**config.mk**
```make
export PLATFORM = sky130hd
export DESIGN_NAME = chacha_host
export DESIGN_NICKNAME = d
export VERILOG_FILES = /design/src/rtl/chacha_host.sv
export SDC_FILE = /design/constraint.sdc
export NUM_CORES = 1
export LEC_CHECK = 0
export ABC_AREA = 0
export ABC_CLOCK_PERIOD_IN_PS = 2750
export CAP_MARGIN = 10
export CORE_ASPECT_RATIO = 0.8
export CORE_UTILIZATION = 55
export DETAILED_ROUTE_END_ITERATION = 7
export PLACE_DENSITY = 0.75
export SLEW_MARGIN = 0
export SYNTH_ARGS = -nofsm -noshare
export SYNTH_HDL_FRONTEND = slang
export SYNTH_SLANG_ARGS = --single-unit
```
**constraint.sdc**
```tcl
create_clock -name clk -period 2.75 [get_ports clk]
set_clock_uncertainty 0.15 [all_clocks]
set_input_delay 0.275 -clock clk [delete_from_list [all_inputs] [get_ports clk]]
set_output_delay 0.275 -clock clk [all_outputs]
set_load 0.02 [all_outputs]
```
**src/rtl/chacha_host.sv**
```systemverilog
// chacha_host: buffers key/nonce/counter bytes from an upstream stream,
// burst-writes them into the chacha core, then reads keystream blocks.
// For multi-block requests the block counter is incremented and rewritten
// before every further block; key and nonce are written only once.
module chacha_host #(
  parameter int KEY_BYTES = 32,
  parameter int NNC_BYTES = 12,
  parameter int CTR_BYTES = 4,
  parameter int BLK_BYTES = 64
) (
  input  logic       clk,
  input  logic       rst_n,
  input  logic       start,
  input  logic [7:0] blk_count,
  output logic       busy,
  input  logic       cfg_valid,
  output logic       cfg_ready,
  input  logic [7:0] cfg_data,
  output logic       ks_valid,
  output logic [7:0] ks_data,
  output logic       ks_last,
  output logic       ctr_wrap,
  output logic       cc_wr_key,
  output logic       cc_wr_nnc,
  output logic       cc_wr_ctr,
  output logic [7:0] cc_din,
  input  logic       cc_blk_ready,
  output logic       cc_rd_blk,
  input  logic [7:0] cc_dout
);

  localparam int KN_BYTES  = KEY_BYTES + NNC_BYTES;
  localparam int CFG_BYTES = KN_BYTES + CTR_BYTES;
  localparam int IDX_W     = $clog2(CFG_BYTES);
  localparam int CNT_W     = $clog2(BLK_BYTES + 1);
  localparam int CTR_W     = 8 * CTR_BYTES;

  typedef enum logic [2:0] {
    S_IDLE, S_LOAD, S_WKEY, S_WNNC, S_WCTR, S_WAIT, S_READ
  } state_e;

  state_e           state_q, state_d;
  logic [IDX_W-1:0] idx_q;
  logic [IDX_W-1:0] ctr_sel;
  logic [CNT_W-1:0] cnt_q;
  logic [7:0]       rem_q;
  logic [CTR_W-1:0] ctr_q;
  logic [7:0]       kn_q [KN_BYTES];
  logic             rd_q;
  logic             ks_valid_q;
  logic             ks_last_q;
  logic             wrap_q;
  logic [7:0]       ks_data_q;
  logic             burst_last;
  logic             cap;
  logic             cap_last;
  logic             start_ok;

  assign start_ok = start && (blk_count != 8'd0);
  // Capture cycles are the 64 READ cycles after the rd_blk cycle (cnt 1..64).
  assign cap      = (state_q == S_READ) && (cnt_q != '0);
  assign cap_last = cap && (cnt_q == CNT_W'(BLK_BYTES));
  assign ctr_sel  = idx_q - IDX_W'(KN_BYTES);

  assign busy      = (state_q != S_IDLE);
  assign cc_rd_blk = rd_q;
  assign ks_valid  = ks_valid_q;
  assign ks_data   = ks_data_q;
  assign ks_last   = ks_last_q;
  assign ctr_wrap  = wrap_q;

  // State register.
  always_ff @(posedge clk or negedge rst_n) begin
    if (!rst_n) state_q <= S_IDLE;
    else        state_q <= state_d;
  end

  // Next-state logic and the core-side write port, decoded from state and byte index.
  always_comb begin
    state_d    = state_q;
    cfg_ready  = 1'b0;
    cc_wr_key  = 1'b0;
    cc_wr_nnc  = 1'b0;
    cc_wr_ctr  = 1'b0;
    cc_din     = 8'd0;
    burst_last = 1'b0;
    case (state_q)
      S_IDLE: if (start_ok) state_d = S_LOAD;
      S_LOAD: begin
        cfg_ready = 1'b1;
        if (cfg_valid && (idx_q == IDX_W'(CFG_BYTES - 1))) state_d = S_WKEY;
      end
      S_WKEY: begin
        cc_wr_key  = (idx_q == '0);
        cc_din     = kn_q[idx_q];
        burst_last = (idx_q == IDX_W'(KEY_BYTES - 1));
        if (burst_last) state_d = S_WNNC;
      end
      S_WNNC: begin
        cc_wr_nnc  = (idx_q == '0);
        cc_din     = kn_q[KEY_BYTES + int'(idx_q)];
        burst_last = (idx_q == IDX_W'(NNC_BYTES - 1));
        if (burst_last) state_d = S_WCTR;
      end
      S_WCTR: begin
        cc_wr_ctr  = (idx_q == '0);
        cc_din     = ctr_q[{idx_q, 3'b000} +: 8];
        burst_last = (idx_q == IDX_W'(CTR_BYTES - 1));
        if (burst_last) state_d = S_WAIT;
      end
      S_WAIT: if (cc_blk_ready) state_d = S_READ;
      S_READ: if (cap_last) state_d = (rem_q == 8'd1) ? S_IDLE : S_WCTR;
      default: state_d = S_IDLE;
    endcase
  end

  // Datapath: config buffer, byte/capture counters, block counter and keystream capture.
  always_ff @(posedge clk or negedge rst_n) begin
    if (!rst_n) begin
      idx_q      <= '0;
      cnt_q      <= '0;
      rem_q      <= 8'd0;
      ctr_q      <= '0;
      rd_q       <= 1'b0;
      ks_valid_q <= 1'b0;
      ks_data_q  <= 8'd0;
      ks_last_q  <= 1'b0;
      wrap_q     <= 1'b0;
      for (int i = 0; i < KN_BYTES; i++) kn_q[i] <= 8'd0;
    end else begin
      rd_q       <= (state_q == S_WAIT) && cc_blk_ready;
      ks_valid_q <= cap;
      ks_data_q  <= cap ? cc_dout : 8'd0;
      ks_last_q  <= cap_last && (rem_q == 8'd1);
      wrap_q     <= cap_last && (rem_q != 8'd1) && (&ctr_q);
      case (state_q)
        S_IDLE: begin
          idx_q <= '0;
          cnt_q <= '0;
          if (start_ok) rem_q <= blk_count;
        end
        S_LOAD: begin
          if (cfg_valid) begin
            if (idx_q < IDX_W'(KN_BYTES)) kn_q[idx_q] <= cfg_data;
            else ctr_q[{ctr_sel, 3'b000} +: 8] <= cfg_data;
            idx_q <= (idx_q == IDX_W'(CFG_BYTES - 1)) ? '0 : idx_q + 1'b1;
          end
        end
        S_WKEY, S_WNNC, S_WCTR: idx_q <= burst_last ? '0 : idx_q + 1'b1;
        S_WAIT: cnt_q <= '0;
        S_READ: begin
          cnt_q <= cnt_q + 1'b1;
          if (cap_last) begin
            cnt_q <= '0;
            rem_q <= rem_q - 8'd1;
            if (rem_q != 8'd1) ctr_q <= ctr_q + CTR_W'(1);
          end
        end
        default: ;
      endcase
    end
  end

endmodule

```
# After elaboration in Yosys (flattened, before gate mapping)
# Cells that the tools add are included.
# W data, S select, Z words.
# classes
n_reduce_logical,26
multipliers,0
n_lt_le_gt_ge,4
add_sub_neg,7
eq_ne,23
shifts,3
div_mod_pow,0
bitwise_logic,2
n_mux,40
# ops
operator,n
$bwmux W352,1
$mux W32,4
$bmux W8 S6,2
$mux W8,8
$pmux W32 S2,1
$demux W8 S6,1
$add A32 B1 Y32 const B,1
$bwmux W32,1
$ge A32 B7 Y1 const B,1
$not A7 Y32,1
$reduce_and A32 Y1,1
$shift A8 B11 Y32 const A,1
$shiftx A32 B10 Y8,1
$shiftx A8 B11 Y32,1
$mux W3,8
$pmux W8 S3,1
$pmux W3 S7,1
$mux W6,3
$ne A2 B2 Y1 const B,9
$pmux W6 S3,1
$pmux W8 S2,1
$pmux W7 S2,1
$neg A9 Y11,1
$eq A3 B3 Y1 const B,3
other kinds (35),51
# word_totals
mem_count,0
rom_bits,0
latch_bits,0
ramBits,0
input_bits,29
ff_bits,420

# Depth between registers and ports, before layout
# Gate-level depths: netlist (run 1).
# logic_depth
word_depth,7
depth_mapped,11
mapped_depth_nobuf,8

# Worst setup path before layout (run 1)
# No wires, ideal clock.
# synth_timing
path_kind,reg2reg
startpoint,register idx_q[3]
endpoint,register ctr_q[15]
n_path_buf,3
path_stages_with_launch,12
t_arrival_ns,2.695
path_slack_ns,-0.206
required_ns,2.489
synth_period_minus_slack_ns,2.956
cell_sequence,dfrtp_1 -> inv_1 -> clkbuf_1 -> clkbuf_1 -> ha_1 -> nor3b_1 -> nor2_1 -> nor3_2 -> and2_1 -> clkbuf_1 -> a211oi_1 -> a2111oi_2
# synth_between
elab_chain_len,7
word_cells_on_any_way,11
# synth_rtl
item,line_no,text
from (decl),43,logic [IDX_W-1:0] idx_q;
from (signal assigned),146,idx_q <= (idx_q == IDX_W'(CFG_BYTES - 1)) ? '0 : idx_q + 1'b1;
from (signal assigned),149,"S_WKEY, S_WNNC, S_WCTR: idx_q <= burst_last ? '0 : idx_q + 1'b1;"
$sub A6 B6 Y6,63,assign ctr_sel = idx_q - IDX_W'(KN_BYTES);
$neg A9 Y11,145,"else ctr_q[{ctr_sel, 3'b000} +: 8] <= cfg_data;"
$shiftx A8 B11 Y32 / $shift A8 B11 Y32 (equally long branches),145,
$bwmux W32,145,
$mux W32,144,if (idx_q < IDX_W'(KN_BYTES)) kn_q[idx_q] <= cfg_data;
$mux W32,143,if (cfg_valid) begin
$pmux W32 S2,136,case (state_q)
"to (signal, indexed assignment)",145,
to (signal assigned),156,if (rem_q != 8'd1) ctr_q <= ctr_q + CTR_W'(1);
to (decl),47,logic [CTR_W-1:0] ctr_q;
# Parallel ways exist; a longest one is shown, timed or not. The select of a mux whose other input is x is not followed.
# A chain may end at the register's enable or synchronous reset.

# Worst setup path in the final report (run 1)
# layout_timing
startpoint,register idx_q[0]
endpoint,output port cc_din[6]
# layout_between
elab_chain_len,6
word_cells_on_any_way,11
# layout_rtl
item,line_no,text
$add A6 B6 Y7,101,cc_din = kn_q[KEY_BYTES + int'(idx_q)];
$not A7 Y32 (not written as such),101,
$bmux W8 S6,101,
$mux W8 (not written as such) (2 in series),101,
$pmux W8 S3 *,87,case (state_q)
to (decl),26,"output logic [7:0] cc_din,"
# Mark *: on every way between the ends. The rest lies on a longest branch, timed or not. The select of a mux whose other input is x is not followed.

==> results.cfg, run 1 <==
[worst_setup_path]
arrival_ns = 2.86
path_cells = buf_6, buf_12, mux2_2, a221o_1, a221oi_2, nand3b_1, nand3_1, buf_6
start_kind = flop
crit_type = reg2out
r2r_start = idx_q[0]
r2r_end = ctr_q[21]
end_kind = primary output
critPathMaxFanout = 7
slowest_delay_ns = 0.54
critical_path.top_delay_family = compound AO/OA/AOI/OAI gates
r2r_slack_ns = -0.20
crit_top_cell = buf_6
crit_required_ns = 2.33
cp_slowest_cell = dfrtp_4
worst-path-buf-inv = 3
reg2regPathDepth = 10

[power]
p_switching_uw = 7010
p_int_uw = 14000
combPwrFrac = 0.367
clockPowerShare = 0.300
p_seq_frac = 0.333
power.leakage_uw = 0.0124
swShare = 0.334
total_power_uw = 21000
irDropWorstVdd_mv = 0.605
power.density_nw_per_um2 = 771

[hold_path]
min_to = ctr_q[15]
worstHoldPathType = in2reg
min_path_cells = 3
min_from = cfg_data[7]

[cells_and_area]
ff_latch_area_um2 = 10500
fillCellCount = 2442
fin_cells = 2553
final_cell_mix = dfrtp_1 (417), mux2_2 (389), buf_4 (214)
layout-drive-gt1-share = 0.490
multi_input_area_um2 = 10800
final_nets = 2073
area_delta_synth_final_pct = 28.6
layout_commonest_cell = dfrtp_1
fin_area_um2 = 27200

[sta]
worst_pin_slew_ns = 0.835
setup_viol = 25
rsz0062_at_grt = true
timing.hold.ws_ns = 0.0402
drv_slew = 0
setup_slack_ns = -0.530
min_period_ns = 3.28
finalCritPeriodShare = 1.19
finalHoldViolCount = 0
setup_tns_ns = -5.64
relSlewSlack = 0.440
clock.fmax_mhz = 305

[synthesis]
ys_warn_count = 0
avgSynthCellArea_um2 = 12.1
yosysSeqAreaShare = 0.497
synthArstFlopShare = 1.00
yosysTopAreaCellShare = 0.497
synth_top_flop_cell = dfrtp_1
syn-num-nets = 1789
synth_largest_area_cell = dfrtp_1
yosys-top-cells-area = dfrtp_1 (50%), mux2_2 (21%), mux4_2 (2.9%), a21oi_1 (1.9%), a221oi_1 (1.5%)
synth-edff-count = 0
synthCells = 1749
synthesis.area_um2 = 21200
yosysUniqueCellTypes = 89
synth-seq-cells = 420

[clock_tree]
cts_tree = done
root_buffer = clkbuf_16
cts_made_buffers = 43
clock_sinks = 420
clk_path_buf_depth = 3
clk_pin_slew_ns = 0.06
cts.htree.levels = 2
insertion_delay_ns = 0.56

[floorplanning]
die_h_um = 177
io-pin-count = 54
die_area_um2 = 39300
num_rows = 63
core-area_um2 = 37400
start_util = 0.565
die_x_um = 221

[place]
place.gp.congestion = 0.982
placed_cells = 2428
hpwl_um = 47600
io_buffers = 53
place_area_um2 = 24300

[detailed_routing]
wirelength_um = 70400
drc = 0
post_drt_wl_per_cell_um = 27.6
vias_per_cell = 6.71
firstDrtPassIters = 8
ant_nets = 0
drt_iter0_drc = 2227
num_vias = 17100

[global_routing]
grt_start_max_net_pins = 75
gr-usage-met3 = 0.0780
use_met2 = 0.537
grt_overflow = 0
grt_usage = 0.361
globalRouteMet1Util = 0.526
grt_busiest_layer = met2
antenna_found_initial = 2
grt_pass1_vias = 17100
grt_first_pass_wirelength_um = 107000

[run_status]
violations = negative setup slack
outcome = complete, but fails checks

[run]
cap_viol_max_count = 0
power groups by stage:
| stage | clock network (µW) | registers, µW | logic (µW) |
|---|---|---|---|
| after global placement | 0 | 7080 | 6090 |
| after floorplan | 0 | 6960 | 3190 |
| after global routing | 6570 | 7040 | 7990 |
| final | 6280 | 6990 | 7700 |
| after detailed placement | 0 | 7120 | 6190 |
| after CTS | 6340 | 6980 | 6920 |
cell usage after synthesis, types with 5 or more instances:
library cell	number
xnor2_1	7
ha_1	11
o22ai_1	11
a21o_1	6
a22oi_1	21
o221ai_1	6
buf_2	27
nand4_1	20
o211ai_1	18
o221a_1	6
nand2_1	65
nor4_1	11
o21ai_1	8
a22o_1	13
a221o_1	6
nand3_1	34
a32oi_1	8
and3_1	17
and2_1	17
a31oi_1	11
nor2_1	82
mux2_2	391
a21oi_1	79
nor2_4	16
mux2i_1	28
buf_1	8
o2bb2ai_1	7
a32o_1	5
mux4_2	27
inv_1	25
or3_1	5
nor2_2	28
o21ai_0	56
clkbuf_1	78
dfrtp_1	420
nor2b_1	11
a2bb2oi_1	5
a221oi_1	37
nor3_1	24
what timing repair did:
item / 4_1_cts / 5_1_grt
endpoints found under the setup margin: 151 / 263
hold buffers: 2 / 0
setup buffers: 30 / 19
gates resized for setup: 179 / 108
pin swaps: 51 / 72
endpoints found under the hold margin: 65 / 0
cloned: 1 / 1
kinds of logic (layout without fill, tap and decap cells):
family | count (synthesis) | in the layout | share of synthesized area
DFF | 420 | 420 | 0.497
other | 0 | 1 | 0
buffers and inverters | 145 | 461 | 0.0284
muxes | 450 | 450 | 0.252
and+or+nand+nor | 376 | 376 | 0.101
AOI/OAI and AO/OA | 338 | 338 | 0.112
xor gates and xnor gates | 9 | 9 | 0.00373
adders and majority gates | 11 | 11 | 0.00651
worst reg2reg max path, cell delays in order (launching register included):
cell	delay [ns]
dfrtp_4	0.54
buf_12	0.18
buf_8	0.15
buf_6	0.13
or2_4	0.25
or4_4	0.54
o22ai_4	0.24
and2_4	0.27
buf_12	0.14
o21ai_2	0.05
a22o_1	0.19
layer usage:
| layer | vias up | part of all wire |
|---|---|---|
| met3 | 181 | 0.10 |
| met2 | 1007 | 0.44 |
| met4 | 0 | 0.032 |
| met1 | 8817 | 0.43 |
| met5 | - | 0 |
| li1 | 7125 | - |
flip-flops by register name (all words and copies together) (netlist names):
signal,flops
ks_last,1
kn_q,352
idx_q,6
state_q,3
ks_valid,1
rem_q,8
cc_rd_blk,1
cnt_q,7
ks_data,8
ctr_q,32
ctr_wrap,1
metrics by stage:
step / setup WS, ns / util
after floorplan: 0.00391 / -
after global placement: -0.369 / 0.649
after detailed placement: -0.420 / 0.649
after CTS: -0.470 / 0.710
after global routing: -0.514 / 0.727
final: -0.530 / 0.727
area by class of cell:
| type | count | area share |
|---|---|---|
| antenna | 1 | 0.0000920 |
| tap | 487 | 0.0224 |
| clock inverter | 18 | 0.00938 |
| clock buffer | 59 | 0.0462 |
| sequential | 420 | 0.387 |
| multi-input combinational | 1184 | 0.398 |
| inverter | 27 | 0.00423 |
| timing repair buffer | 357 | 0.133 |
worst max-delay path by stage:
stage | start | to | cells after the start
after global routing | idx_q[0] | cc_din[6] | 8
after floorplan | idx_q[0] | ctr_q[21] | 11
after global placement | idx_q[0] | cc_din[7] | 8
final | idx_q[0] | cc_din[6] | 8
after detailed placement | idx_q[0] | cc_din[7] | 8
after CTS | idx_q[0] | cc_din[4] | 11
Note: power is estimated with default switching activity, not from simulation.
==> run 2: changes to the inputs <==
--- a/config.mk
+++ b/config.mk
@@ -8,7 +8,6 @@
 export ABC_AREA = 0
 export ABC_CLOCK_PERIOD_IN_PS = 2750
 export CAP_MARGIN = 10
-export CORE_ASPECT_RATIO = 0.8
 export CORE_UTILIZATION = 55
 export DETAILED_ROUTE_END_ITERATION = 7
 export PLACE_DENSITY = 0.75
==> results.cfg, run 2 (synthesized netlist as in run 1, its figures left out) <==
[run_status]
outcome = complete, but fails checks
violations = negative setup slack

[sta]
timing.hold.ws_ns = 0.0987
min_period_ns = 3.29
relSlewSlack = 0.449
clock.fmax_mhz = 304
setup_viol = 43
setup_slack_ns = -0.544
finalHoldViolCount = 0
finalCritPeriodShare = 1.20
drv_slew = 0
worst_pin_slew_ns = 0.826
rsz0062_at_grt = true

[clock_tree]
clk_pin_slew_ns = 0.07
cts_made_buffers = 44
cts.htree.levels = 2
cts_tree = done
insertion_delay_ns = 0.62
root_buffer = clkbuf_16
clk_path_buf_depth = 3
clock_sinks = 420

[cells_and_area]
largest-register = kn_q
layout_commonest_cell = dfrtp_1
layout-drive-gt1-share = 0.484
fin_cells = 2555
largest_reg_flops = 352
final_nets = 2055
insertedDiodeCount = 0
final_cell_mix = dfrtp_1 (417), mux2_2 (387), buf_4 (183)
area_delta_synth_final_pct = 28.7
largestRegisters = kn_q (352), ctr_q (32)

[floorplanning]
io-pin-count = 54
start_util = 0.560
die_area_um2 = 39200
die_x_um = 198
num_rows = 71
core-area_um2 = 37800
die_h_um = 198

[place]
placed_cells = 2442
pre_cts_ws_ns = -0.646
place.gp.congestion = 1.03
io_buffers = 53
hpwl_um = 46300

[run]
cap_viol_max_count = 0

[worst_setup_path]
worst-path-buf-inv = 3
start_kind = flop
cp_slowest_cell = dfrtp_4
critPathMaxFanout = 7
path_cells = buf_4, buf_12, mux2_2, a221oi_2, a21oi_1, a211o_1, nand3_1, nand4_1, buf_6
crit_required_ns = 2.33
end_kind = primary output
critical_path.top_delay_family = flip-flops
arrival_ns = 2.87
slowest_delay_ns = 0.57
crit_type = reg2out

[detailed_routing]
num_vias = 16800
wirelength_um = 68400
firstDrtPassIters = 6
ant_nets = 0
vias_per_cell = 6.58
post_drt_wl_per_cell_um = 26.8
drc = 0
drt_iter0_drc = 1691

[global_routing]
grt_first_pass_wirelength_um = 104000
grt_usage = 0.357
antenna_found_initial = 0
grt_overflow = 0
grt_start_max_net_pins = 89
grt_pass1_vias = 17200

[hold_path]
worstHoldPathType = in2async

[power]
irDropWorstVdd_mv = 0.636
power.leakage_uw = 0.0124
power.density_nw_per_um2 = 774
==> run 2: final cells by class <==
type | instances | area (µm²)
multi-input combinational | 1185 | 10900
sequential | 420 | 10500
tap | 511 | 639
fill | 2487 | 10500
timing repair buffer | 337 | 3540
clock inverter | 19 | 328
inverter | 27 | 110
clock buffer | 56 | 1200
==> run 2: metrics by stage <==
stage,cell area (µm²),TNS [ns],power [µW],util
6_report,27200,-7.39,21100,0.721
5_1_grt,27200,-10.62,21700,0.721
4_1_cts,26600,-15.14,20500,0.706
3_5_place_dp,24300,-8.97,13200,0.644
3_3_place_gp,24300,-7.25,13100,0.644
2_1_floorplan,21200,0,10100,-
==> run 2: path summary, 6_finish.rpt <==
path | startpoint | end | slack (ns) | cells past startpoint
worst max register to register | idx_q[0] | ctr_q[18] | -0.21 | 12
worst max-delay path | idx_q[0] | cc_din[4] | -0.54 | 9
max in group asynchronous | rst_n | kn_q[101] | 1.43 | 3
worst min-delay path | rst_n | kn_q[95] | 0.1 | 2
min in group clk | cfg_data[4] | kn_q[316] | 0.10 | 2
worst min register to register | kn_q[283] | kn_q[283] | 0.34 | 1
==> run 2: per-layer routing <==
layer  vias to the layer above  track usage  part of all wire
li1                       7074            -                 -
met1                      8635        0.471              0.40
met2                       883        0.562              0.47
met3                       218       0.0758             0.086
met4                         0        0.169             0.045
met5                         -            0                 0
==> run 2: report_power, final <==
| part | internal (µW) | switching [µW] |
|---|---|---|
| combinational | 3560 | 4130 |
| sequential | 6660 | 387 |
| clock | 3750 | 2590 |
==> run 2: repair_timing <==
action                                  CTS  global route
hold endpoints to repair                167             0
buffers inserted                         22            21
gates cloned                              3             0
endpoints found under the setup margin   44           340
gates resized for setup                 207           101
pin swaps                                67            62
hold buffers                              2             0
